[config.mk]
export PLATFORM = sky130hd
export DESIGN_NAME = scan_misr_reg
export DESIGN_NICKNAME = d
export VERILOG_FILES = /design/src/rtl/scan_misr_reg.sv
export SDC_FILE = /design/constraint.sdc
export NUM_CORES = 1
export LEC_CHECK = 0
export CAP_MARGIN = 15
export CORE_ASPECT_RATIO = 1.4
export CORE_MARGIN = 3
export CORE_UTILIZATION = 35
export CTS_CLUSTER_SIZE = 24
export DETAILED_ROUTE_END_ITERATION = 12
export PLACE_DENSITY = 0.65
export SYNTH_ARGS = -nofsm -noshare
export SYNTH_HDL_FRONTEND = slang
export SYNTH_SLANG_ARGS = --single-unit
export TNS_END_PERCENT = 5
[constraint.sdc]
create_clock -name CK -period 2.4 [get_ports CK]
set_input_delay 0.6 -clock CK [delete_from_list [all_inputs] [get_ports CK]]
set_output_delay 0.6 -clock CK [all_outputs]
set_load 0.01 [all_outputs]
[src/rtl/scan_misr_reg.sv]
// WIDTH-bit scan register with parallel load, serial scan shift and MISR compaction.
// Per-edge priority: CLR > SE > EN. SHIFT_DONE pulses after every WIDTH back-to-back shifts.
module scan_misr_reg #(
    parameter int                 WIDTH     = 32,
    parameter logic [WIDTH-1:0]   POLY      = 32'h04C11DB7,
    parameter logic [WIDTH-1:0]   RESET_VAL = '0,
    parameter int                 CW        = 16
) (
    input  logic             CK,
    input  logic             RESETN,
    input  logic             CLR,
    input  logic             SE,
    input  logic             SI,
    input  logic             EN,
    input  logic             MODE,
    input  logic [WIDTH-1:0] D,
    output logic [WIDTH-1:0] Q,
    output logic             SO,
    output logic             SHIFT_DONE,
    output logic [CW-1:0]    SIG_CNT
);

    localparam int              SCW      = $clog2(WIDTH);
    localparam logic [SCW-1:0]  SC_LAST  = SCW'(WIDTH - 1);
    localparam logic [CW-1:0]   CNT_MAX  = '1;

    logic [WIDTH-1:0] q_q, q_d;
    logic [CW-1:0]    sig_cnt_q, sig_cnt_d;
    logic [SCW-1:0]   shift_cnt_q, shift_cnt_d;
    logic             shift_done_q, shift_done_d;

    always_comb begin
        // NOTE: every signal gets a default first so no path leaves it unassigned (no latch).
        q_d          = q_q;
        sig_cnt_d    = sig_cnt_q;
        shift_cnt_d  = '0;
        shift_done_d = 1'b0;

        if (CLR) begin
            q_d       = RESET_VAL;
            sig_cnt_d = '0;
        end else if (SE) begin
            q_d = {q_q[WIDTH-2:0], SI};
            if (shift_cnt_q == SC_LAST) begin
                shift_done_d = 1'b1;
            end else begin
                shift_cnt_d = shift_cnt_q + SCW'(1);
            end
        end else if (EN) begin
            if (MODE) begin
                q_d = {q_q[WIDTH-2:0], 1'b0} ^ (q_q[WIDTH-1] ? POLY : '0) ^ D;
                if (sig_cnt_q != CNT_MAX) begin
                    sig_cnt_d = sig_cnt_q + CW'(1);
                end
            end else begin
                q_d = D;
            end
        end
    end

    // NOTE: state uses non-blocking assignments so every flop samples pre-edge values.
    always_ff @(posedge CK or negedge RESETN) begin
        if (!RESETN) begin
            q_q          <= RESET_VAL;
            sig_cnt_q    <= '0;
            shift_cnt_q  <= '0;
            shift_done_q <= 1'b0;
        end else begin
            q_q          <= q_d;
            sig_cnt_q    <= sig_cnt_d;
            shift_cnt_q  <= shift_cnt_d;
            shift_done_q <= shift_done_d;
        end
    end

    assign Q          = q_q;
    assign SO         = q_q[WIDTH-1];
    assign SHIFT_DONE = shift_done_q;
    assign SIG_CNT    = sig_cnt_q;

endmodule

==> reports/metrics.yaml <==
place_inst: 622
path_delay_family: "simple AND/OR/NAND/NOR gates"
post-dp-hpwl_um: 7020
crit_path_end_kind: "register"
gp_congestion: 0.775
yosysWarnings: 0
crit_type: "input pin to register"
cts-buffers-inserted: 5
via_per_inst: 5.50
root_buffer: "clkbuf_16"
final_util_pct: 49.5
stdcell_area_um2: 4790
crit_required_ps: 2620
final_antenna_net_count: 0
setup-tns-final_ps: 0
io_pins: 89
setup_viol: 0
power.internal_mw: 1.83
syn_area_um2: 3540
grt_overflow: 0
dpl_cell_area_um2: 4590
p_sw_mw: 0.626
rows: 42
combPwrFrac_pct: 19.1
grt_max_degree: 43
switching_share_pct: 25.5
htree_levels: 2
cp-start-kind: "input pin"
synthArstFlopShare_pct: 100
seq_power_share_pct: 41.1
cts_sinks: 54
min_path_type: "input pin to async pin"
p_leak_nw: 1.96
finClkSkew_ps: 6.90
final-seq-area_um2: 1350
dr.pass1.iters: 4
ys_seq_elements: 54
synth_edf_count: 0
synth.avg_cell_area_um2: 8.48
start_util_pct: 36.7
nFillCells: 947
rsz0062_at_grt: "no"
finalNonFillerCells: 630
outcome: "complete, no violations"
cts_buffer_depth: 2
worst-path-buf-inv: 1
wire_per_inst_um: 16.1
finalHoldViolCount: 0
ys_types: 51
ir_worst_vdd_mv: 0.294
tightest_slew_ps: 763
vias: 3467
multi_input_area_um2: 2030
finalCritPeriodShare_pct: 91.3
cp_max_fo: 5
max-slew-margin-rel_pct: 49.2
cp_slowest_cell: "or4_4"
fmax_mhz: 457
power.share.clock_pct: 39.8
antenna_found_initial: 0
syn2layout_area_growth_pct: 35.1
clk_pin_slew_ps: 70
cap_violations: 0
slew_violations: 0
final_layout_size_suffix_gt1_share_pct: 10.0
worst_hold_slack_ps: 373
worstPathArrival_ps: 2410
powerDensity_nw_per_um2: 512
die_w_um: 91.1
diodes: 0
post-cts-setup-buffers: 0
synth-main-ff-cell: "dfrtp_1"
core_area_um2: 9670
nets: 539
drc: 0
path_cells: "clkdlybuf4s50_1 -> nand3b_4 -> or4_4 -> or4_1 -> a21oi_1"
yosysSeqAreaShare_pct: 38.1
cts_hold_buf: 0
syn-num-nets: 460
io_buffers: 88
die_area_um2: 11400
min_period_ps: 2190
die_h_um: 125
wl_um: 10200
slowest_delay_ps: 570
synthCells: 418
cts.repair.resized: 0
grt_pass1_vias: 3468
grt_pass1_wl_um: 17300
cts_tree: "yes"
drt_iter0_markers: 188
grt_usage_pct: 18.5
insertion_delay_ps: 300
[metrics by stage]
stage / power [mW] / setup WS, ps
2_1_floorplan: 1.26 / 266
3_3_place_gp: 1.48 / -37.0
3_5_place_dp: 1.50 / -100
4_1_cts: 2.48 / 212
5_1_grt: 2.57 / 164
6_report: 2.45 / 210
[layout by cell type (no fill, tap or decap), types with 4 or more instances in the layout]
master and instances:
nand3b_1 17, nand3_1 19, o21ai_0 25, a21o_1 18
nor2_1 25, nor3_1 18, buf_4 15, inv_1 4
o21bai_1 12, mux2_2 15, nor2b_1 34, clkbuf_16 5
clkdlybuf4s50_1 85, nand2_1 42, dfrtp_1 54, nor4_1 5
a21oi_1 37, a32o_1 12
[power groups by stage]
stage	registers, mW	logic (mW)	clock network, mW
2_1_floorplan	1.03	0.227	0
3_3_place_gp	1.02	0.459	0
3_5_place_dp	1.03	0.470	0
4_1_cts	1.01	0.473	0.998
5_1_grt	1.02	0.519	1.03
6_report	1.01	0.468	0.975
[synthesized netlist by cell type, types with 3 or more instances]
library cell / number / area (µm²)
or4_1: 3 / 22.5
and2_1: 3 / 18.8
o21bai_1: 12 / 90.1
inv_1: 4 / 15.0
a32o_1: 12 / 120
dfrtp_1: 54 / 1350
nand3_1: 19 / 95.1
nor2b_1: 34 / 213
nor3_1: 19 / 95.1
a21o_1: 18 / 135
or3_1: 3 / 18.8
nor2_1: 25 / 93.8
nand4_1: 3 / 18.8
nor4_1: 5 / 31.3
mux2_2: 15 / 169
ha_1: 3 / 37.5
o21ai_0: 25 / 125
a21oi_1: 37 / 185
o31ai_1: 3 / 22.5
nand2_1: 42 / 158
nand3b_1: 17 / 128
clkbuf_1: 27 / 101
mux2i_1: 3 / 30.0
[area by class of cell]
cell class | count | area share (%)
flip-flops and latches | 54 | 28.2
well taps | 132 | 3.45
clock buffers | 6 | 2.90
repair buffers | 105 | 21.3
inverters | 5 | 0.392
multi-input cells | 326 | 42.5
clock inverters | 2 | 1.25
[flip-flops by register name (all words and copies together) (netlist names)]
register and count:
Q 32, SIG_CNT 16, shift_cnt_q 5, SHIFT_DONE 1
[layer usage]
metal  part of all wire, %  vias up  track usage, %  wire (µm)
met3                   3.9       14            2.70        395
met4                   1.7        0            6.48        178
li1                      -     1668               -          -
met1                    42     1688            22.9       4310
met5                     0        -               0          0
met2                    52       97            32.5       5290
[worst register-to-register path: cells and delay by family, from the launching register on]
kind               cells  cell delay, ps
AOI/OAI and AO/OA      1             170
DFF                    1             460
and+or+nand+nor        3            1290
[final timing paths]
kind | cells past startpoint | to | from | slack [ps]
worst max-delay path | 5 | SIG_CNT[13] | EN | 210
worst min-delay path | 1 | Q[19] | RESETN | 370
worst max register to register | 4 | SIG_CNT[13] | SIG_CNT[4] | 420
worst min register to register | 1 | shift_cnt_q[0] | shift_cnt_q[0] | 480
max in group asynchronous | 2 | Q[5] | RESETN | 1430
min in group CK | 1 | shift_cnt_q[0] | shift_cnt_q[0] | 480
[kinds of logic after synthesis]
logic type / synth area share [%]
flops: 38.1
mux: 5.61
compound gates: 21.7
xor+xnor: 0.741
buf+inv: 4.62
fa+ha+maj: 1.06
simple gates: 28.1
Power figures use the tool's default switching activity.
